`src/rtl/array_4_ctrl_pkg.sv`:
```
// -----------------------------------------------------------------------------
// array_4_ctrl_pkg
// Shared types and constants for the array_4 SRAM sequencer/arbiter:
//   - geometry of the 256x24 masked single-port SRAM macro
//   - controller state encoding (INIT / IDLE)
//   - write request bundle (addr, data, mask)
// No ports; imported by the interface, the arbiter and the top.
// -----------------------------------------------------------------------------
package array_4_ctrl_pkg;

    localparam int ADDR_W   = 32'd8;
    localparam int DATA_W   = 32'd24;
    localparam int MASK_SEG = 32'd2;
    localparam int SEG_W    = DATA_W / MASK_SEG;
    localparam int DEPTH    = 32'd1 << ADDR_W;

    localparam logic [DATA_W-1:0] INIT_VALUE_DEF = 24'h000000;

    typedef enum logic [0:0] {
        INIT = 1'b0,
        IDLE = 1'b1
    } state_e;

    typedef struct packed {
        logic [ADDR_W-1:0]   addr;
        logic [DATA_W-1:0]   data;
        logic [MASK_SEG-1:0] mask;
    } req_t;

    // Write mask that enables every segment of a word.
    function automatic logic [MASK_SEG-1:0] full_mask();
        full_mask = {MASK_SEG{1'b1}};
    endfunction

endpackage

```
`src/rtl/array_4_ctrl_if.sv`:
```
// -----------------------------------------------------------------------------
// array_4_ctrl_if
// Requester-side bus of the array_4 controller.
//   write channel : w_valid / w_ready / w_addr / w_data / w_mask
//   read channel  : r_valid / r_ready / r_addr
//   read response : resp_valid / resp_data (no backpressure)
// Modports:
//   master - the table logic issuing requests
//   slave  - the controller (array_4_ctrl)
// -----------------------------------------------------------------------------
interface array_4_ctrl_if;
    import array_4_ctrl_pkg::*;

    logic                w_valid;
    logic                w_ready;
    logic [ADDR_W-1:0]   w_addr;
    logic [DATA_W-1:0]   w_data;
    logic [MASK_SEG-1:0] w_mask;

    logic                r_valid;
    logic                r_ready;
    logic [ADDR_W-1:0]   r_addr;

    logic                resp_valid;
    logic [DATA_W-1:0]   resp_data;

    modport master (
        output w_valid, w_addr, w_data, w_mask, r_valid, r_addr,
        input  w_ready, r_ready, resp_valid, resp_data
    );

    modport slave (
        input  w_valid, w_addr, w_data, w_mask, r_valid, r_addr,
        output w_ready, r_ready, resp_valid, resp_data
    );

endinterface

```
`src/rtl/array_4_rr_arb.sv`:
```
// -----------------------------------------------------------------------------
// array_4_rr_arb
// Two-way round-robin arbiter (write vs. read) with a single priority flop.
// Ports:
//   clock, reset_n  - clock and synchronous active-low reset
//   arb_en          - arbitration allowed this cycle (init done, no flush)
//   w_req, r_req    - request valids
//   w_rdy, r_rdy    - ready terms presented to the requesters
//   w_gnt, r_gnt    - resulting grants (valid && ready)
// The priority only moves on a conflict grant, so a lone requester never
// steals the next conflict turn from the other side.
// -----------------------------------------------------------------------------
module array_4_rr_arb (
    input  logic clock,
    input  logic reset_n,
    input  logic arb_en,
    input  logic w_req,
    input  logic r_req,
    output logic w_rdy,
    output logic r_rdy,
    output logic w_gnt,
    output logic r_gnt
);

    logic prio_write_r;

    // Ready is independent of the requester's own valid; it only depends on
    // whether the other side is competing and whose turn it is.
    always_comb begin
        w_rdy = arb_en && (!r_req || prio_write_r);
        r_rdy = arb_en && (!w_req || !prio_write_r);
        w_gnt = w_req && w_rdy;
        r_gnt = r_req && r_rdy;
    end

    // Priority flop: starts with write, toggles after every conflict grant.
    always_ff @(posedge clock) begin
        if (!reset_n) begin
            prio_write_r <= 1'b1;
        end else if (arb_en && w_req && r_req) begin
            prio_write_r <= !prio_write_r;
        end else begin
            prio_write_r <= prio_write_r;
        end
    end

endmodule

```
`src/rtl/array_4_ctrl.sv`:
```
// -----------------------------------------------------------------------------
// array_4_ctrl
// Sequencer and arbiter in front of a 256x24 single-port masked SRAM macro
// (read data valid one cycle after a read enable).
// After reset or a flush the whole array is written with INIT_VALUE, one word
// per cycle; afterwards the single RW port is shared between one write and
// one read requester with round-robin arbitration.
// Ports:
//   clock, reset_n  - clock and synchronous active-low reset
//   flush           - pulse: re-initialize the whole array
//   init_done       - high once init is complete and requests are served
//   bus             - requester bus (write, read, read response)
//   sram_en/wmode/addr/wmask/wdata - SRAM command (wmode 1 = write)
//   sram_rdata      - SRAM read data, forwarded as resp_data
// -----------------------------------------------------------------------------
module array_4_ctrl
    import array_4_ctrl_pkg::*;
#(
    parameter logic [DATA_W-1:0] INIT_VALUE = INIT_VALUE_DEF
) (
    input  logic                clock,
    input  logic                reset_n,
    input  logic                flush,
    output logic                init_done,
    array_4_ctrl_if.slave       bus,
    output logic                sram_en,
    output logic                sram_wmode,
    output logic [ADDR_W-1:0]   sram_addr,
    output logic [MASK_SEG-1:0] sram_wmask,
    output logic [DATA_W-1:0]   sram_wdata,
    input  logic [DATA_W-1:0]   sram_rdata
);

    localparam logic [0:0]        ST_INIT   = INIT;
    localparam logic [0:0]        ST_IDLE   = IDLE;
    localparam logic [ADDR_W-1:0] LAST_ADDR = {ADDR_W{1'b1}};

    logic [0:0]        state_r;
    logic [ADDR_W-1:0] init_cnt_r;
    logic              init_done_r;
    logic              resp_valid_r;

    logic              arb_en_s;
    logic              w_rdy_s;
    logic              r_rdy_s;
    logic              w_gnt_s;
    logic              r_gnt_s;
    req_t              wr_req_s;

    assign wr_req_s.addr = bus.w_addr;
    assign wr_req_s.data = bus.w_data;
    assign wr_req_s.mask = bus.w_mask;

    // A flush blocks any grant in the same cycle it is seen.
    assign arb_en_s = init_done_r && !flush;

    array_4_rr_arb u_arb (
        .clock   (clock),
        .reset_n (reset_n),
        .arb_en  (arb_en_s),
        .w_req   (bus.w_valid),
        .r_req   (bus.r_valid),
        .w_rdy   (w_rdy_s),
        .r_rdy   (r_rdy_s),
        .w_gnt   (w_gnt_s),
        .r_gnt   (r_gnt_s)
    );

    assign bus.w_ready    = w_rdy_s;
    assign bus.r_ready    = r_rdy_s;
    assign bus.resp_valid = resp_valid_r;
    assign bus.resp_data  = sram_rdata;
    assign init_done      = init_done_r;

    // FSM, init counter and read-response pipeline.
    always_ff @(posedge clock) begin
        if (!reset_n) begin
            state_r      <= ST_INIT;
            init_cnt_r   <= '0;
            init_done_r  <= 1'b0;
            resp_valid_r <= 1'b0;
        end else begin
            // A read granted in a flush's previous cycle still answers.
            resp_valid_r <= r_gnt_s;
            case (state_r)
                ST_INIT: begin
                    if (flush) begin
                        init_cnt_r <= '0;
                    end else if (init_cnt_r == LAST_ADDR) begin
                        state_r     <= ST_IDLE;
                        init_done_r <= 1'b1;
                        init_cnt_r  <= '0;
                    end else begin
                        init_cnt_r <= init_cnt_r + ADDR_W'(1);
                    end
                end
                ST_IDLE: begin
                    if (flush) begin
                        state_r     <= ST_INIT;
                        init_cnt_r  <= '0;
                        init_done_r <= 1'b0;
                    end else begin
                        state_r <= ST_IDLE;
                    end
                end
                default: begin
                    state_r     <= ST_INIT;
                    init_cnt_r  <= '0;
                    init_done_r <= 1'b0;
                end
            endcase
        end
    end

    // SRAM command mux: init sweep, write grant, read grant or idle.
    always_comb begin
        sram_en    = 1'b0;
        sram_wmode = 1'b0;
        sram_addr  = '0;
        sram_wmask = '0;
        sram_wdata = '0;
        case (state_r)
            ST_INIT: begin
                sram_en    = 1'b1;
                sram_wmode = 1'b1;
                sram_addr  = init_cnt_r;
                sram_wmask = full_mask();
                sram_wdata = INIT_VALUE;
            end
            ST_IDLE: begin
                if (w_gnt_s) begin
                    sram_en    = 1'b1;
                    sram_wmode = 1'b1;
                    sram_addr  = wr_req_s.addr;
                    sram_wmask = wr_req_s.mask;
                    sram_wdata = wr_req_s.data;
                end else if (r_gnt_s) begin
                    sram_en    = 1'b1;
                    sram_wmode = 1'b0;
                    sram_addr  = bus.r_addr;
                end else begin
                    sram_en    = 1'b0;
                end
            end
            default: begin
                sram_en = 1'b0;
            end
        endcase
    end

endmodule
```
`src/flat_wrapper.sv`:
```
// flat-port wrapper written by rule: the top's interface ports become plain ports
module array_4_ctrl_flat import array_4_ctrl_pkg::*;
#(
    parameter logic [DATA_W-1:0] INIT_VALUE = INIT_VALUE_DEF
)
  (clock, reset_n, flush, init_done, sram_en, sram_wmode, sram_addr, sram_wmask, sram_wdata, sram_rdata, bus_w_valid, bus_w_addr, bus_w_data, bus_w_mask, bus_r_valid, bus_r_addr, bus_w_ready, bus_r_ready, bus_resp_valid, bus_resp_data);
  array_4_ctrl_if bus_i ();
  input  logic clock;
  input  logic reset_n;
  input  logic flush;
  output logic init_done;
  output logic sram_en;
  output logic sram_wmode;
  output logic [ADDR_W-1:0] sram_addr;
  output logic [MASK_SEG-1:0] sram_wmask;
  output logic [DATA_W-1:0] sram_wdata;
  input  logic [DATA_W-1:0] sram_rdata;
  input wire logic [$bits(bus_i.w_valid)-1:0] bus_w_valid;
  input wire logic [$bits(bus_i.w_addr)-1:0] bus_w_addr;
  input wire logic [$bits(bus_i.w_data)-1:0] bus_w_data;
  input wire logic [$bits(bus_i.w_mask)-1:0] bus_w_mask;
  input wire logic [$bits(bus_i.r_valid)-1:0] bus_r_valid;
  input wire logic [$bits(bus_i.r_addr)-1:0] bus_r_addr;
  output wire logic [$bits(bus_i.w_ready)-1:0] bus_w_ready;
  output wire logic [$bits(bus_i.r_ready)-1:0] bus_r_ready;
  output wire logic [$bits(bus_i.resp_valid)-1:0] bus_resp_valid;
  output wire logic [$bits(bus_i.resp_data)-1:0] bus_resp_data;
  assign bus_i.w_valid = bus_w_valid;
  assign bus_i.w_addr = bus_w_addr;
  assign bus_i.w_data = bus_w_data;
  assign bus_i.w_mask = bus_w_mask;
  assign bus_i.r_valid = bus_r_valid;
  assign bus_i.r_addr = bus_r_addr;
  assign bus_w_ready = bus_i.w_ready;
  assign bus_r_ready = bus_i.r_ready;
  assign bus_resp_valid = bus_i.resp_valid;
  assign bus_resp_data = bus_i.resp_data;
  array_4_ctrl #(.INIT_VALUE(INIT_VALUE)) u_core (.clock(clock), .reset_n(reset_n), .flush(flush), .init_done(init_done), .bus(bus_i), .sram_en(sram_en), .sram_wmode(sram_wmode), .sram_addr(sram_addr), .sram_wmask(sram_wmask), .sram_wdata(sram_wdata), .sram_rdata(sram_rdata));
endmodule
```
`config.mk`:
```
export PLATFORM = sky130hd
export DESIGN_NAME = array_4_ctrl_flat
export DESIGN_NICKNAME = d
export VERILOG_FILES = /design/src/rtl/array_4_ctrl_pkg.sv /design/src/rtl/array_4_ctrl_if.sv /design/src/rtl/array_4_rr_arb.sv /design/src/rtl/array_4_ctrl.sv /design/src/flat_wrapper.sv
export SDC_FILE = /design/constraint.sdc
export NUM_CORES = 1
export LEC_CHECK = 0
export ABC_AREA = 1
export CAP_MARGIN = 20
export CORE_UTILIZATION = 26
export DETAILED_ROUTE_END_ITERATION = 16
export PLACE_DENSITY = 0.87
export SLEW_MARGIN = 15
export SYNTH_ARGS = -nofsm -noshare
export SYNTH_HDL_FRONTEND = slang
export SYNTH_SLANG_ARGS = --single-unit
```
`constraint.sdc`:
```
create_clock -name clock -period 1.65 [get_ports clock]
set_input_delay 0.33 -clock clock [delete_from_list [all_inputs] [get_ports clock]]
set_output_delay 0.33 -clock clock [all_outputs]
set_load 0.02 [all_outputs]
```
==> impl_metrics.tcl <==
set metrics [dict create \
    status "finished, violations left" \
    violations "negative setup slack" \
    p_leak_uw 0.00122 \
    cts_made_buffers 3 \
    nets 371 \
    place_area_mm2 0.00214 \
    postCtsHoldBufs 0 \
    crit_start "u_core.u_arb.prio_write_r" \
    pin_count 135 \
    final_layout_size_suffix_gt1_share_pct 44.0 \
    die_h_um 71.4 \
    fin_worst_skew_ns 0.00586 \
    hold_depth 3 \
    ys_ff_latch 12 \
    period_needed_ns 1.70 \
    cp_max_fo 6 \
    dieArea_mm2 0.00510 \
    seq_area_frac_synth_pct 19.2 \
    min-delay-start "bus_r_valid" \
    viasPerCell 4.62 \
    finalHoldViolCount 0 \
    grt_pass1_vias 1616 \
    cts_htree_levels 1 \
    cp.arrival_ns 1.37 \
    clkTransAtPathRegs_ns 0.05 \
    antenna_found_initial 0 \
    coreArea_mm2 0.00450 \
    relSlewSlack_pct 75.9 \
    synthFlopType "dfxtp_1" \
    grt_pass1_wl_um 7430 \
    async_flop_share_pct 0 \
    ant_nets 0 \
    total_power_uw 817 \
    powerDensity_mw_per_mm2 314 \
    path_class "register to primary output" \
    hold_end "u_core.u_arb.prio_write_r" \
    grt_use_total_pct 18.5 \
    routed_wl_um 4870 \
    drc 0 \
    ir_drop_v 0.000247 \
    cap_violations 0 \
    maxClockFrequency_mhz 588 \
    vias 1618 \
    setup_slack_ns -0.0507 \
    clkLatencyLatePin_ns 0.25 \
    crit_path_end_kind "primary output" \
    port_buffers 86 \
    yosys.area.top_type_share_pct 19.2 \
    grt_max_degree 15 \
    gp_congestion 0.847 \
    cts_sinks 12 \
    r2r_setup_slack_ns 0.28 \
    yosysMostFrequentCell "nand2_1" \
    synth_cell_types 22 \
    yosys.area.top_type "dfxtp_1" \
    die_x_um 71.4 \
    yosys-top-cells-count "nand2_1 (45), inv_1 (37), buf_4 (24), nor2_2 (20), nand3_1 (18)" \
    required_ns 1.32 \
    setup_tns_ns -0.944 \
    synth_nets 282 \
    start_kind "register" \
    n_antenna_cell 0 \
    hpwl_um 3300 \
    synth_warnings 0 \
    tightest_slew_ns 0.361 \
    rows 24 \
    rsz0062_at_grt "true" \
    reg2reg_to "u_core.init_cnt_r[4]" \
    reg2reg_from "u_core.state_r" \
    synth_edf_count 0 \
    cts_root_buf "clkbuf_8" \
    first_pass_iters 4 \
    overflow 0 \
    setup_viol 32 \
    dr.first_iter.drc_count 38 \
    min_path_type "primary input to register" \
    post-place-ws_ns -0.881 \
    cts_tree "built" \
    rr_worst_depth 6 \
    drv_slew 0 \
    syn_area_per_cell_um2 5.97 \
    ys_top_cells_by_area "dfxtp_1 (19%), buf_4 (14%), nand2_1 (13%), inv_1 (11%), nor2_2 (10%)" \
    fin_crit_sh_pct 103 \
    syn_to_final_growth_pct 107 \
    syn_inst 210 \
    start_util_pct 27.8 \
    fillers 395 \
    final_cell_area_mm2 0.00260 \
    synthesis.area_mm2 0.00125 \
    wl_per_cell_um 13.9 \
    max-clock-path-buffers 2 \
]
## sequential cells by signal, indices dropped and copies added (netlist names)
| name | count |
|---|---|
| u_core.u_arb.prio_write_r | 1 |
| u_core.init_cnt_r | 8 |
| u_core.bus.resp_valid | 1 |
| u_core.init_done | 1 |
| u_core.state_r | 1 |
## layout by cell type (no fill, tap or decap), drive strengths merged, types with 3 or more instances in the layout
master and instances:
nand2 51, a21oi 10, o21ai 3, buf 61, dfxtp 12, nand3 18, nor2 36, inv 37
clkbuf 7, nand4 9, clkdlybuf4s50 44
## area by class of cell
class / instances / area, µm² / area share (%)
clock buffers: 4 / 55.1 / 2.12
flip-flops and latches: 12 / 244 / 9.38
well taps: 52 / 65.1 / 2.50
inverters: 38 / 158 / 6.06
repair buffers: 111 / 1100 / 42.3
multi-input cells: 133 / 980 / 37.7
## where the power goes
group	total, µW	switching [µW]	internal (µW)
combinational	199	81.1	118
sequential	294	1.20	293
clock	323	112	211
total	817	195	622
## stage by stage
| stage | utilization (%) | cells | hold slack, ns |
|---|---|---|---|
| floorplan | - | 210 | 0.443 |
| global placement | 47.4 | 341 | 0.477 |
| finish | 57.8 | 350 | 0.483 |
| CTS | 55.3 | 349 | 0.491 |
| global route | 57.8 | 350 | 0.506 |
| detailed placement | 47.4 | 341 | 0.483 |
## per-layer routing
| layer | GRT usage, % | part of all wire [%] | vias to the layer above |
|---|---|---|---|
| li1 | - | - | 803 |
| met1 | 18.4 | 37 | 739 |
| met2 | 36.3 | 54 | 60 |
| met3 | 3.94 | 6.0 | 16 |
| met4 | 8.67 | 2.7 | 0 |
| met5 | 0 | 0 | - |
## critical path: stages (launching register included)
cell and delay (ns):
dfxtp_2 0.32, buf_6 0.12, nand2_4 0.06, nand3_4 0.09, nor2_4 0.13, buf_8 0.16
nand2_2 0.06, nand3_2 0.06, buf_6 0.11
## cell families after synthesis
kind of cell,count (synthesis),synth area share (%)
AND/OR/NAND/NOR,113,43.2
XOR/XNOR,1,0.699
AO/OA/AOI/OAI,15,7.19
buffers and inverters,68,28.7
adder cells (fa/ha/maj),1,0.998
flip-flops,12,19.2
## what timing repair did
item / in CTS / in global routing
gates resized for setup: 272 / 37
endpoints found under the hold margin: 0 / 0
pin swaps: 8 / 8
cloned: 3 / 0
setup buffers: 1 / 1
endpoints found under the setup margin: 38 / 38
## worst max-delay path by stage
stage | cells after the start | slack, ns | to
after detailed placement | 9 | -0.88 | sram_wdata[23]
after floorplan | 7 | -0.05 | sram_wdata[10]
after CTS | 7 | -0.09 | sram_wdata[12]
after global routing | 8 | -0.12 | sram_addr[5]
after global placement | 9 | -0.84 | sram_wdata[16]
final | 8 | -0.05 | sram_addr[5]
No activity file was read; power rests on OpenSTA's default activity.
